[src/rtl/pid_pkg.sv]
// pid_pkg: shared definitions for the pid_scheduler slice.
//   - state_t      : scheduler FSM states
//   - CFG_*        : config bus addresses
//   - GAIN_*       : core gain register indices
//   - sat_clamp()  : signed clamp used when publishing results
package pid_pkg;

    typedef enum logic [2:0] {
        IDLE,
        LOAD,
        WAIT_TICK,
        ISSUE,
        BUSY,
        PUBLISH
    } state_t;

    localparam logic [2:0] CFG_KP     = 3'd0;
    localparam logic [2:0] CFG_KI     = 3'd1;
    localparam logic [2:0] CFG_KD1    = 3'd2;
    localparam logic [2:0] CFG_KD2    = 3'd3;
    localparam logic [2:0] CFG_PERIOD = 3'd4;
    localparam logic [2:0] CFG_COMMIT = 3'd5;
    localparam logic [2:0] CFG_CLR    = 3'd6;

    localparam logic [1:0] GAIN_KP  = 2'd0;
    localparam logic [1:0] GAIN_KI  = 2'd1;
    localparam logic [1:0] GAIN_KD1 = 2'd2;
    localparam logic [1:0] GAIN_KD2 = 2'd3;

    // Operates on sign-extended 32-bit values so it is independent of D_WIDTH.
    function automatic int sat_clamp(input int v, input int lo, input int hi);
        if (v > hi) return hi;
        if (v < lo) return lo;
        return v;
    endfunction

endpackage

[src/rtl/pid_scheduler_if.sv]
// pid_scheduler_if: control/result bundle between the scheduler and one pid core.
//   master (scheduler): drives core_cfg_we, core_reg_addr, core_reg_data,
//                       core_iterate, core_target, core_measurement;
//                       receives core_out, core_out_valid.
//   slave  (core)     : the reverse.
interface pid_scheduler_if #(
    parameter int D_WIDTH = 16
);
    logic               core_cfg_we;
    logic [D_WIDTH-1:0] core_reg_addr;
    logic [D_WIDTH-1:0] core_reg_data;
    logic               core_iterate;
    logic [D_WIDTH-1:0] core_target;
    logic [D_WIDTH-1:0] core_measurement;
    logic [D_WIDTH-1:0] core_out;
    logic               core_out_valid;

    modport master (
        output core_cfg_we, core_reg_addr, core_reg_data, core_iterate,
               core_target, core_measurement,
        input  core_out, core_out_valid
    );

    modport slave (
        input  core_cfg_we, core_reg_addr, core_reg_data, core_iterate,
               core_target, core_measurement,
        output core_out, core_out_valid
    );
endinterface

[src/rtl/pid_tick_gen.sv]
// pid_tick_gen: programmable sample timer.
//   clk, rst      : clock, synchronous active-high reset
//   enable        : run; when low the counter is held at its reload value
//   period_we     : write strobe for the period register
//   period_wdata  : new period (cycles); values below MIN_PERIOD act as MIN_PERIOD
//   tick          : one-cycle pulse every effective-period cycles
// A period write only changes the reload value, so it takes effect at the
// next reload rather than truncating the interval in flight.
module pid_tick_gen #(
    parameter int PERIOD_W   = 16,
    parameter int MIN_PERIOD = 8
) (
    input  logic                clk,
    input  logic                rst,
    input  logic                enable,
    input  logic                period_we,
    input  logic [PERIOD_W-1:0] period_wdata,
    output logic                tick
);
    localparam logic [PERIOD_W-1:0] MIN_P = PERIOD_W'(MIN_PERIOD);

    logic [PERIOD_W-1:0] period;
    logic [PERIOD_W-1:0] eff;
    logic [PERIOD_W-1:0] cnt;

    assign eff  = (period < MIN_P) ? MIN_P : period;
    assign tick = enable && (cnt == '0);

    // Counting eff-1 .. 0 gives exactly one tick every eff cycles.
    always_ff @(posedge clk) begin
        if (rst) begin
            period <= MIN_P;
            cnt    <= MIN_P - PERIOD_W'(1);
        end else begin
            if (period_we)
                period <= period_wdata;
            if (!enable || cnt == '0)
                cnt <= eff - PERIOD_W'(1);
            else
                cnt <= cnt - PERIOD_W'(1);
        end
    end
endmodule

[src/rtl/pid_scheduler.sv]
// pid_scheduler: sequencing controller for a single pid core.
//   clk, rst             : clock, synchronous active-high reset
//   enable               : run request
//   cfg_we/addr/wdata    : host config bus (shadow gains, period, commit, clear)
//   target, measurement  : live setpoint and plant value (snapshotted on tick)
//   core                 : pid_scheduler_if.master to the core
//   ctrl_out, ctrl_valid : published result (held) and its one-cycle strobe
//   busy                 : FSM outside IDLE
//   overrun, timeout_err, sat : sticky status, cleared by a CFG_CLR write
// Build option: define PID_SCHED_SAT_EN to clamp published results to
// [LIM_MIN, LIM_MAX] and report clamping on sat; otherwise results pass
// through unchanged and sat stays 0.
module pid_scheduler
    import pid_pkg::*;
#(
    parameter int D_WIDTH    = 16,
    parameter int PERIOD_W   = 16,
    parameter int MIN_PERIOD = 8,
    parameter int TIMEOUT    = 32,
    parameter int LIM_MAX    = 1 <<< 12,
    parameter int LIM_MIN    = -(1 <<< 12)
) (
    input  logic                 clk,
    input  logic                 rst,
    input  logic                 enable,
    input  logic                 cfg_we,
    input  logic [2:0]           cfg_addr,
    input  logic [D_WIDTH-1:0]   cfg_wdata,
    input  logic [D_WIDTH-1:0]   target,
    input  logic [D_WIDTH-1:0]   measurement,
    pid_scheduler_if.master      core,
    output logic [D_WIDTH-1:0]   ctrl_out,
    output logic                 ctrl_valid,
    output logic                 busy,
    output logic                 overrun,
    output logic                 timeout_err,
    output logic                 sat
);
`ifdef PID_SCHED_SAT_EN
    localparam bit SAT_EN = 1'b1;
`else
    localparam bit SAT_EN = 1'b0;
`endif
    localparam int WCNT_W = $clog2(TIMEOUT + 1);

    state_t                    state, state_nx;
    logic [1:0]                lcnt;
    logic [WCNT_W-1:0]         wcnt;
    logic                      commit_pending;
    logic [3:0][D_WIDTH-1:0]   shadow;
    logic                      tick;
    logic                      sat_q;
    logic                      clr;
    logic                      timed_out;

    logic signed [D_WIDTH-1:0] core_out_s;
    int                        res_ext;
    int                        res_clamped;
    logic                      clamp_hit;
    logic [D_WIDTH-1:0]        result;

    pid_tick_gen #(
        .PERIOD_W   (PERIOD_W),
        .MIN_PERIOD (MIN_PERIOD)
    ) u_tick (
        .clk          (clk),
        .rst          (rst),
        .enable       (enable),
        .period_we    (cfg_we && cfg_addr == CFG_PERIOD),
        .period_wdata (cfg_wdata[PERIOD_W-1:0]),
        .tick         (tick)
    );

    // Result path: clamp is computed unconditionally, the build option picks it.
    assign core_out_s  = core.core_out;
    assign res_ext     = int'(core_out_s);
    assign res_clamped = sat_clamp(res_ext, LIM_MIN, LIM_MAX);
    assign clamp_hit   = SAT_EN && (res_clamped != res_ext);
    assign result      = SAT_EN ? res_clamped[D_WIDTH-1:0] : core.core_out;
    assign sat         = SAT_EN ? sat_q : 1'b0;

    assign busy      = (state != IDLE);
    assign clr       = cfg_we && (cfg_addr == CFG_CLR);
    assign timed_out = (state == BUSY) && !core.core_out_valid
                       && (wcnt == WCNT_W'(TIMEOUT - 1));

    always_comb begin
        state_nx           = state;
        core.core_cfg_we   = 1'b0;
        core.core_reg_addr = '0;
        core.core_reg_data = '0;
        core.core_iterate  = 1'b0;
        case (state)
            IDLE:
                if (enable) state_nx = commit_pending ? LOAD : WAIT_TICK;
            LOAD: begin
                core.core_cfg_we   = 1'b1;
                core.core_reg_addr = D_WIDTH'(lcnt);
                core.core_reg_data = shadow[lcnt];
                if (lcnt == 2'd3) state_nx = WAIT_TICK;
            end
            WAIT_TICK:
                // A tick beats a pending commit; the commit runs next gap.
                if (!enable)             state_nx = IDLE;
                else if (tick)           state_nx = ISSUE;
                else if (commit_pending) state_nx = LOAD;
            ISSUE: begin
                core.core_iterate = 1'b1;
                state_nx          = BUSY;
            end
            BUSY:
                if (core.core_out_valid) state_nx = PUBLISH;
                else if (timed_out)      state_nx = enable ? WAIT_TICK : IDLE;
            PUBLISH:
                state_nx = enable ? WAIT_TICK : IDLE;
            default:
                state_nx = IDLE;
        endcase
    end

    always_ff @(posedge clk) begin
        if (rst) begin
            state                 <= IDLE;
            lcnt                  <= '0;
            wcnt                  <= '0;
            commit_pending        <= 1'b1;
            shadow                <= '0;
            core.core_target      <= '0;
            core.core_measurement <= '0;
            ctrl_out              <= '0;
            ctrl_valid            <= 1'b0;
            overrun               <= 1'b0;
            timeout_err           <= 1'b0;
            sat_q                 <= 1'b0;
        end else begin
            state      <= state_nx;
            ctrl_valid <= 1'b0;
            lcnt       <= (state == LOAD) ? lcnt + 2'd1 : 2'd0;
            wcnt       <= (state == BUSY) ? wcnt + WCNT_W'(1) : '0;

            if (cfg_we) begin
                case (cfg_addr)
                    CFG_KP:  shadow[GAIN_KP]  <= cfg_wdata;
                    CFG_KI:  shadow[GAIN_KI]  <= cfg_wdata;
                    CFG_KD1: shadow[GAIN_KD1] <= cfg_wdata;
                    CFG_KD2: shadow[GAIN_KD2] <= cfg_wdata;
                    default: ;
                endcase
            end

            // Later assignment wins: a commit write during the last LOAD
            // cycle keeps the flag set so the new gains are not lost.
            if (state == LOAD && lcnt == 2'd3) commit_pending <= 1'b0;
            if (cfg_we && cfg_addr == CFG_COMMIT) commit_pending <= 1'b1;

            if (state == WAIT_TICK && tick) begin
                core.core_target      <= target;
                core.core_measurement <= measurement;
            end

            if (state == BUSY && core.core_out_valid) begin
                ctrl_out   <= result;
                ctrl_valid <= 1'b1;
            end

            // Clear first, then set, so a same-cycle event survives the clear.
            if (clr) begin
                overrun     <= 1'b0;
                timeout_err <= 1'b0;
                sat_q       <= 1'b0;
            end
            if (tick && state != WAIT_TICK)                    overrun     <= 1'b1;
            if (timed_out)                                     timeout_err <= 1'b1;
            if (state == BUSY && core.core_out_valid && clamp_hit) sat_q   <= 1'b1;
        end
    end
endmodule

[src/flat_wrapper.sv]
// flat-port wrapper written by rule: the top's interface ports become plain ports
module pid_scheduler_flat import pid_pkg::*;
#(
    parameter int D_WIDTH    = 16,
    parameter int PERIOD_W   = 16,
    parameter int MIN_PERIOD = 8,
    parameter int TIMEOUT    = 32,
    parameter int LIM_MAX    = 1 <<< 12,
    parameter int LIM_MIN    = -(1 <<< 12)
)
  (clk, rst, enable, cfg_we, cfg_addr, cfg_wdata, target, measurement, ctrl_out, ctrl_valid, busy, overrun, timeout_err, sat, core_core_cfg_we, core_core_reg_addr, core_core_reg_data, core_core_iterate, core_core_target, core_core_measurement, core_core_out, core_core_out_valid);
  pid_scheduler_if #(.D_WIDTH(D_WIDTH)) core_i ();
  input  logic clk;
  input  logic rst;
  input  logic enable;
  input  logic cfg_we;
  input  logic [2:0] cfg_addr;
  input  logic [D_WIDTH-1:0] cfg_wdata;
  input  logic [D_WIDTH-1:0] target;
  input  logic [D_WIDTH-1:0] measurement;
  output logic [D_WIDTH-1:0] ctrl_out;
  output logic ctrl_valid;
  output logic busy;
  output logic overrun;
  output logic timeout_err;
  output logic sat;
  output wire logic [$bits(core_i.core_cfg_we)-1:0] core_core_cfg_we;
  output wire logic [$bits(core_i.core_reg_addr)-1:0] core_core_reg_addr;
  output wire logic [$bits(core_i.core_reg_data)-1:0] core_core_reg_data;
  output wire logic [$bits(core_i.core_iterate)-1:0] core_core_iterate;
  output wire logic [$bits(core_i.core_target)-1:0] core_core_target;
  output wire logic [$bits(core_i.core_measurement)-1:0] core_core_measurement;
  input wire logic [$bits(core_i.core_out)-1:0] core_core_out;
  input wire logic [$bits(core_i.core_out_valid)-1:0] core_core_out_valid;
  assign core_core_cfg_we = core_i.core_cfg_we;
  assign core_core_reg_addr = core_i.core_reg_addr;
  assign core_core_reg_data = core_i.core_reg_data;
  assign core_core_iterate = core_i.core_iterate;
  assign core_core_target = core_i.core_target;
  assign core_core_measurement = core_i.core_measurement;
  assign core_i.core_out = core_core_out;
  assign core_i.core_out_valid = core_core_out_valid;
  pid_scheduler #(.D_WIDTH(D_WIDTH), .PERIOD_W(PERIOD_W), .MIN_PERIOD(MIN_PERIOD), .TIMEOUT(TIMEOUT), .LIM_MAX(LIM_MAX), .LIM_MIN(LIM_MIN)) u_core (.clk(clk), .rst(rst), .enable(enable), .cfg_we(cfg_we), .cfg_addr(cfg_addr), .cfg_wdata(cfg_wdata), .target(target), .measurement(measurement), .core(core_i), .ctrl_out(ctrl_out), .ctrl_valid(ctrl_valid), .busy(busy), .overrun(overrun), .timeout_err(timeout_err), .sat(sat));
endmodule
[config.mk]
export PLATFORM = sky130hd
export DESIGN_NAME = pid_scheduler_flat
export DESIGN_NICKNAME = d
export VERILOG_FILES = /design/src/rtl/pid_pkg.sv /design/src/rtl/pid_scheduler_if.sv /design/src/rtl/pid_tick_gen.sv /design/src/rtl/pid_scheduler.sv /design/src/flat_wrapper.sv
export SDC_FILE = /design/constraint.sdc
export NUM_CORES = 1
export LEC_CHECK = 0
export CELL_PAD_IN_SITES_DETAIL_PLACEMENT = 1
export CELL_PAD_IN_SITES_GLOBAL_PLACEMENT = 1
export CORE_ASPECT_RATIO = 1.5
export CORE_MARGIN = 8
export CORE_UTILIZATION = 38
export CTS_BUF_LIST = sky130_fd_sc_hd__clkbuf_2
export DETAILED_ROUTE_END_ITERATION = 10
export PLACE_DENSITY = 0.82
export SLEW_MARGIN = 20
export SYNTH_ARGS = -nofsm -noshare
export SYNTH_HDL_FRONTEND = slang
export SYNTH_SLANG_ARGS = --single-unit
[constraint.sdc]
create_clock -name clk -period 3.4 [get_ports clk]
set_input_delay 0.34 -clock clk [delete_from_list [all_inputs] [get_ports clk]]
set_output_delay 0.34 -clock clk [all_outputs]
set_load 0.005 [all_outputs]
# Yosys cells after proc, flatten, opt, wreduce, memory -nomap -nowiden
# Cells that the tools add are included.
# totals
ff_bits	159
in_bits	72
out_inout_bits	87
elab_cells	91
# classes
n_addsub	4
order_cmp	2
eq_ne	18
mux	22
n_bitwise	2
reduce_logical	27
# ops
operator	count
$mux W16	4
$bmux W16 S2	1
$sub A16 B1 Y16 const B	2
$mux W3	7
$pmux W3 S6	1
$logic_not A16 Y1	1
$lt A16 B4 Y1 const B	1
$eq A3 B3 Y1 const B	5
$eq A3 B2 Y1 const B	4
$logic_and A1 B1 Y1	10
$reduce_and A2 Y1	4
$add A6 B1 Y6 const B	1
$eq A3 B1 Y1 const B	2
$eq A6 B5 Y1 const B	1
$logic_not A3 Y1	2
$mux W1	6
$mux W2	3
$ne A3 B2 Y1 const B	2
$reduce_or A2 Y1	3
$ne A4 B2 Y1 const B	1
$reduce_and A4 Y1	1
$reduce_bool A2 Y1	2
$lt A2 B3 Y1 const B	1
$reduce_bool A3 Y1	1
other kinds (7)	9

# Depth between registers and ports, before layout
# Gate-level depths: netlist of run 1.
# logic_depth
ltp_word	6
depth_mapped	12
mapped_depth_nobuf	11

# Modules after synthesis
# Synthesis of run 1 repeated with hierarchy kept, for this count alone.
# hier_totals
hier_cells	834
area_unflattened_um2	7150.6
# modules_own_cells
module	n_inst	cells_each	area_each_um2	seq_area_each_um2
pid_scheduler	1	633	5343.9	2542.4
pid_tick_gen	1	201	1806.7	640.6

# Least setup slack after synthesis of run 1
# No wires, ideal clock.
# synth_timing
path_type	register -> register
from	register u_core.u_tick.period[7]
to	register u_core.u_tick.cnt[8]
arrival_time_ns	2.850
required_time_ns	3.341
path_slack_ns	0.491
stages_incl_launch_ff	12
cell_sequence	dfxtp_1 nor3_1 nand3_1 or3b_1 and3_1 a21oi_1 ha_1 nor2b_1 nand2_1 mux2_2 or4_1 nand2_1
# synth_between
elab_chain_len	4
# synth_lines
element	line	rtl
start, declared	pid_tick_gen.sv:22	logic [PERIOD_W-1:0] period;
start signal, assigned	pid_tick_gen.sv:36	period <= period_wdata;
$lt A16 B4 Y1	pid_tick_gen.sv:26	assign eff = (period < MIN_P) ? MIN_P : period;
$mux W16 *	pid_tick_gen.sv:26	
$sub A16 B1 Y16 *	pid_tick_gen.sv:38	cnt <= eff - PERIOD_W'(1);
$mux W16 *	pid_tick_gen.sv:37	if (!enable || cnt == '0)
end signal, assigned	pid_tick_gen.sv:33	cnt <= MIN_P - PERIOD_W'(1);
end signal, assigned	pid_tick_gen.sv:38	
end signal, assigned	pid_tick_gen.sv:40	cnt <= cnt - PERIOD_W'(1);
end, declared	pid_tick_gen.sv:24	logic [PERIOD_W-1:0] cnt;
# Mark *: on every way between the ends. The rest lies on a longest branch, timed or not.
# A chain may end at the register's enable or synchronous reset.

# Final worst setup path of run 1
# Same ends and word-level chain as after synthesis.

==> results.json, run 1 <==
{
  "status": "finished, final reports clean",
  "maxCapViolations": 0,
  "layout-drive-gt1-share_pct": 8.73,
  "whs_endpoint": "u_core.core.core_target[12]$_SDFFE_PP0P_",
  "die_h_um": 180,
  "leakage_power_figure_nw": 2.99,
  "synth.top_cell.area_share_pct": 46.8,
  "antenna_found_initial": 1,
  "synth.top_cells.by_area": "dfxtp_1, nand2_1, a21oi_1, mux4_2, clkbuf_1",
  "rr_endpoint": "u_core.u_tick.cnt[8]$_SDFF_PP0_",
  "cts.sinks": 159,
  "yosys.cell_types.count": 54,
  "die-area_sq_um": 22500,
  "fin_tns_setup_ns": 0,
  "fin_crit_ns": 3.19,
  "area.sequential_sq_um": 3180,
  "postLayoutCoreUtil_pct": 48.6,
  "drt_pre_antenna_iters": 4,
  "cts-root-buf": "clkbuf_2",
  "first_iter_violations": 221,
  "htree_num_levels": 4,
  "timing.critical_path.from_type": "flop",
  "cts_resized": 0,
  "timing.final.crit_share_pct": 93.7,
  "initial_core_util_pct": 38.4,
  "post_synth_inst_count": 835,
  "p_seq_share_pct": 58.0,
  "p_total_mw": 3.33,
  "first_global_vias": 6676,
  "hold_start": "target[12]",
  "area_growth_pct": 26.5,
  "pin_count": 159,
  "power.density_cell_area_nw_per_um2": 387,
  "crit_chain": "nor3_1 -> nand3_1 -> or3b_1 -> and3_1 -> a21oi_1 -> ha_1 -> nor2b_1 -> nand2_1 -> mux2_2 -> or4_1 -> nand2_1",
  "grt_max_degree": 85,
  "max_clock_freq_mhz": 314,
  "core-area_sq_um": 17700,
  "worst-path-max-fanout": 9,
  "slowest_stage": "or4_1",
  "synth-edff-count": 0,
  "tritoncts": "yes",
  "worst_ir_drop_vdd_uv": 172,
  "place_worst_setup_slack_ns": 0.204,
  "net-switching-power_mw": 1.01,
  "synthFlopType": "dfxtp_1",
  "required_ns": 4.13,
  "clock_tree.buffer_depth": 2,
  "slew_violations": 0,
  "timing.critical_path.arrival_ns": 3.91,
  "post-synth-top-area-cell": "dfxtp_1",
  "multi_input_area_sq_um": 3370,
  "async_reset_ff_share_pct": 0,
  "dominant_cell_type_by_count_on_the_critical_path": "nand2_1",
  "cellInternalPower_mw": 2.32,
  "portBuffers": 143,
  "whs_ns": 0.0883,
  "setup_viol_count_final": 0,
  "vias_per_cell": 5.18,
  "r2r_setup_slack_ns": 0.21,
  "worstMarginPinSlew_ns": 0.939,
  "timing_hold_violations_final": 0,
  "syn_avg_cell_area_sq_um": 8.15,
  "ys_seq_elements": 159,
  "timing_worst_setup_path_type": "reg2reg",
  "wl_um": 20300,
  "clk-insertion-delay-late_ns": 0.75,
  "setup.worst_path.end_class": "flop",
  "synthMostInstantiatedCell": "nand2_1",
  "commonest_cells_post_synth": "nand2_1, dfxtp_1, a21oi_1, clkbuf_1, nor2_1",
  "drc": 0,
  "number_of_cell_rows": 60,
  "drt.antenna.violating_nets": 0,
  "routed_wire_length_per_instance_um": 17.0,
  "filler_cell_count": 2156,
  "setup_clock_skew_after_layout_ns": 0.0319,
  "hpwl_um": 14600,
  "unrepaired_setup_endpoints_after_global_routing": "no",
  "gpl.final_weighted_congestion": 0.797,
  "minimum_setup_slack_in_the_final_design_ns": 0.215,
  "chipWidth_um": 125,
  "vias": 6169,
  "synth_seq_area_share_pct": 46.8,
  "rr_worst_depth": 11,
  "final_net_count": 1036,
  "globalRouteOverflowTotal": 0,
  "ys.warnings.count": 0,
  "numCtsBuffers": 17,
  "holdPathStages": 3,
  "cpPeakStageDelay_ns": 0.51,
  "clkTransAtPathRegs_ns": 0.26,
  "worstHoldPathType": "in2reg",
  "post_synthesis_instance_area_sq_um": 6810,
  "relSlewSlack_pct": 37.4,
  "power.clock.fraction_pct": 30.3,
  "combinational_cell_fraction_of_total_power_pct": 11.7,
  "r2r-start": "u_core.u_tick.period[7]$_SDFFE_PP0P_",
  "grt.total_usage_pct": 18.1,
  "swShare_pct": 30.4,
  "grt_first_pass_wirelength_um": 33600
}
[worst max path at each step]
| stage | slack [ns] | cells past startpoint | from | end |
|---|---|---|---|---|
| after global routing | 0.007 | 11 | u_core.u_tick.period[7]$_SDFFE_PP0P_ | u_core.u_tick.cnt[10]$_SDFF_PP0_ |
| after global placement | 0.31 | 11 | u_core.u_tick.period[7]$_SDFFE_PP0P_ | u_core.u_tick.cnt[8]$_SDFF_PP0_ |
| after detailed placement | 0.20 | 11 | u_core.u_tick.period[7]$_SDFFE_PP0P_ | u_core.u_tick.cnt[8]$_SDFF_PP0_ |
| after floorplan | 0.49 | 11 | u_core.u_tick.period[7]$_SDFFE_PP0P_ | u_core.u_tick.cnt[8]$_SDFF_PP0_ |
| final | 0.21 | 11 | u_core.u_tick.period[7]$_SDFFE_PP0P_ | u_core.u_tick.cnt[8]$_SDFF_PP0_ |
| after CTS | 0.19 | 11 | u_core.u_tick.period[7]$_SDFFE_PP0P_ | u_core.u_tick.cnt[8]$_SDFF_PP0_ |
[cells by family after synthesis]
kind of cell	Yosys count	share of synthesized area (%)
simple gates	392	25.1
compound gates	172	13.9
flops	159	46.8
buf+inv	67	4.67
mux	29	7.39
xor+xnor	12	1.54
fa+ha+maj	3	0.552
other cells	1	0.0551
[final cells by class]
class,instances,share of cell area [%]
repair buffers,158,17.9
diodes,1,0.0291
inverters,2,0.0872
flip-flops and latches,159,37.0
clock buffers,17,0.988
clock inverters,15,1.72
multi-input cells,623,39.1
well taps,217,3.15
[cells in the final DEF, fill, tap and decap left out, drive strengths merged, types with 7 or more instances in the layout]
cell / n
conb: 15
nor2: 27
nor2b: 7
nand2: 278
mux4: 16
clkdlybuf4s50: 142
o21ai: 9
nor3: 17
and3: 24
nand3: 11
buf: 15
a21oi: 134
clkbuf: 17
dfxtp: 159
mux2: 7
inv: 9
xor2: 7
[state kept, by name (all words and copies together) (netlist names), 2 cells and up]
name and flops:
u_core.ctrl_out 16, u_core.core.core_measurement 16, u_core.u_tick.cnt 16, u_core.shadow 64, u_core.wcnt 6, u_core.lcnt 2, u_core.core.core_target 16, u_core.u_tick.period 16
u_core.state 3
[routing by layer]
layer / vias up / GRT usage [%] / routed length, um
li1: 3049 / - / -
met1: 2987 / 19.5 / 8480
met2: 116 / 34.7 / 10900
met3: 17 / 3.64 / 643
met4: 0 / 5.38 / 242
met5: - / 0 / 0
[what timing repair did]
item | CTS | global route
setup buffers | 0 | 0
hold buffers | 0 | 1
endpoints found under the hold margin | 0 | 1
[critical path: cells and delay by family (launching register included)]
family | cells | cell delay (ns)
flip-flops | 1 | 0.42
AO/OA/AOI/OAI | 1 | 0.14
AND/OR/NAND/NOR | 8 | 2.06
multiplexers | 1 | 0.36
adder cells (fa/ha/maj) | 1 | 0.19
[stage by stage]
stage | instances | area (sq um)
floorplan | 849 | 6860
global placement | 1158 | 8360
detailed placement | 1158 | 8360
CTS | 1190 | 8600
global route | 1192 | 8610
finish | 1192 | 8610
[power groups by stage]
stage / Clock (mW) / Combinational (mW) / Sequential (mW)
3_5_place_dp: 0 / 0.390 / 1.97
6_report: 1.01 / 0.391 / 1.93
5_1_grt: 1.15 / 0.427 / 1.94
2_1_floorplan: 0 / 0.219 / 1.96
3_3_place_gp: 0 / 0.385 / 1.96
4_1_cts: 1.06 / 0.393 / 1.93
No activity file was read; power rests on OpenSTA's default activity.
==> run 2: changes to the inputs <==
--- a/constraint.sdc
+++ b/constraint.sdc
@@ -3,2 +3,2 @@
 set_output_delay 0.34 -clock clk [all_outputs]
-set_load 0.005 [all_outputs]
+set_load 0.01 [all_outputs]
==> results of run 2 <==
The final DEF is identical to that of run 1. Status: finished, final reports clean.
Among the figures that moved: total power 3.33 mW -> 3.34 mW
==> run 3: changes to the inputs <==
- clock period: 3.4 -> 3.5 ns (I/O delays scaled with it)
==> run 3 against run 2 <==
Sequential share of layout area fell by 0.37 points. Clock power is 32% higher. Critical endpoint unchanged. Cell count fell by 0.17%. Global-route usage grew 0.16 points. Wire length rose by 1.6%. Sequential power is 3% lower. Utilization rose by 0.49 points. Combinational power decreased by 4%. Via count grew 1.0%. First-iteration DRC count grew 40%. Non-clock buffer count decreased by 2.
==> results.json, run 3 (synthesis gave the netlist of run 1 again) <==
{
  "global_route.usage.met2_pct": 34.6,
  "timing_worst_setup_path_type": "reg2reg",
  "drc": 0,
  "chipWidth_um": 125,
  "vias": 6231,
  "routed_wire_length_per_instance_um": 17.3,
  "worstHoldPathType": "in2reg",
  "final_design_area_no_fill_sq_um": 8700,
  "clkTransAtPathRegs_ns": 0.26,
  "timing.critical_path.arrival_ns": 3.91,
  "met3_usage_pct": 3.52,
  "relSlewSlack_pct": 38.7,
  "layout-drive-gt1-share_pct": 8.74,
  "place_worst_setup_slack_ns": 0.197,
  "initial_core_util_pct": 38.4,
  "cts.sinks": 159,
  "vias_per_cell": 5.24,
  "grt_max_degree": 82,
  "layout.cells.most_common": "nand2_1",
  "drt_pre_antenna_iters": 4,
  "fin_crit_ns": 3.22,
  "die-area_sq_um": 22500,
  "pin_count": 159,
  "timing.critical_path.from_type": "flop",
  "filler_cell_count": 2153,
  "setup.worst_path.end_class": "flop",
  "cts.repair_timing.setup_buffer_count": 0,
  "portBuffers": 143,
  "area_growth_pct": 27.8,
  "number_of_cell_rows": 60,
  "minimum_setup_slack_in_the_final_design_ns": 0.278,
  "cts-root-buf": "clkbuf_2",
  "gpl.final_weighted_congestion": 0.794,
  "leakage_power_figure_nw": 3.04,
  "slew_violations": 0,
  "grt.total_usage_pct": 18.3,
  "clk-insertion-delay-late_ns": 0.74,
  "setup_clock_skew_after_layout_ns": 0.0350,
  "maxCapViolations": 0,
  "first_global_vias": 6526,
  "drt.antenna.violating_nets": 0,
  "grt.met1_usage_pct": 19.9,
  "postLayoutCoreUtil_pct": 49.1,
  "core-area_sq_um": 17700,
  "worst-path-max-fanout": 9,
  "tritoncts": "yes",
  "worst_ir_drop_vdd_uv": 188,
  "die_h_um": 180,
  "required_ns": 4.19,
  "grt_most_used_layer": "met2",
  "timing_hold_violations_final": 0,
  "clock_tree.buffer_depth": 2,
  "htree_num_levels": 4,
  "hpwl_um": 14500,
  "area.sequential_sq_um": 3180,
  "first_iter_violations": 309,
  "status": "finished, final reports clean",
  "antenna_found_initial": 1,
  "power.density_cell_area_nw_per_um2": 413,
  "p_total_mw": 3.59,
  "grt_first_pass_wirelength_um": 33900,
  "wl_um": 20600,
  "multi_input_area_sq_um": 3370,
  "dpl_cell_area_sq_um": 8360,
  "final_net_count": 1034,
  "most-common-layout-cells": "nand2_1, dfxtp_1, clkdlybuf4s50_1",
  "worstMarginPinSlew_ns": 0.919,
  "numCtsBuffers": 17,
  "setup_viol_count_final": 0,
  "globalRouteOverflowTotal": 0,
  "timing.final.crit_share_pct": 92.1,
  "top_register": "u_core.shadow",
  "max_clock_freq_mhz": 310,
  "largest_register_ffs": 64
}
[run 3: cell count changes in the layout (fill, tap and decap cells not counted), sizes merged]
| cell | previous run | this run |
|---|---|---|
| buf | 15 | 14 |
| bufinv | 0 | 5 |
| clkinv | 6 | 2 |
| clkinvlp | 2 | 0 |
| dlygate4sd3 | 1 | 0 |
| inv | 9 | 10 |
[run 3: repair_timing]
action	CTS	global route
endpoints found under the setup margin	0	3
endpoints found under the hold margin	0	0
hold buffers	0	0
gates resized for setup	0	2
[run 3: through the flow]
stage	setup TNS (ns)	hold slack, ns	cells
finish	0	0.119	1190
global route	-0.00444	0.0383	1190
CTS	0	0.0516	1189
detailed placement	0	0.436	1157
global placement	0	0.429	1157
floorplan	0	0.418	849
[run 3: routing by layer]
layer	vias to the layer above	wire length [um]	part of all wire [%]
li1	3041	-	-
met1	3032	8560	42
met2	134	11000	53
met3	24	743	3.6
met4	0	339	1.6
met5	-	0	0
[run 3: worst max-delay path, cell delays in order (launching register included)]
cell	delay, ns
dfxtp_1	0.39
nor3_1	0.29
nand3_1	0.18
or3b_1	0.46
and3_1	0.21
a21oi_1	0.15
ha_2	0.26
nor2b_1	0.18
nand2_1	0.08
mux2_2	0.37
or4_1	0.52
nand2_1	0.08
[run 3: cell type report]
type	count	share of cell area [%]
diodes	1	0.0288
clock buffers	17	0.978
clock inverters	15	2.82
inverters	2	0.0863
multi-input cells	623	38.8
flip-flops and latches	159	36.6
well taps	217	3.12
repair buffers	156	17.6
[run 3: final timing paths]
| check | start | endpoint | slack [ns] | depth (start not counted) |
|---|---|---|---|---|
| setup / recovery | u_core.u_tick.period[10]$_SDFFE_PP0P_ | u_core.u_tick.cnt[8]$_SDFF_PP0_ | 0.28 | 11 |
| hold / removal | core_core_out[8] | u_core.ctrl_out[8]$_SDFFE_PP0P_ | 0.12 | 3 |
| setup reg to reg | u_core.u_tick.period[10]$_SDFFE_PP0P_ | u_core.u_tick.cnt[8]$_SDFF_PP0_ | 0.28 | 11 |
| hold reg to reg | u_core.core.core_target[2]$_SDFFE_PP0P_ | u_core.core.core_target[2]$_SDFFE_PP0P_ | 0.47 | 2 |
[run 3: where the power goes]
part / internal, mW / total [mW] / switching (mW)
clock network: 0.574 / 1.33 / 0.753
registers: 1.85 / 1.88 / 0.0264
logic: 0.174 / 0.383 / 0.209
total: 2.60 / 3.59 / 0.988
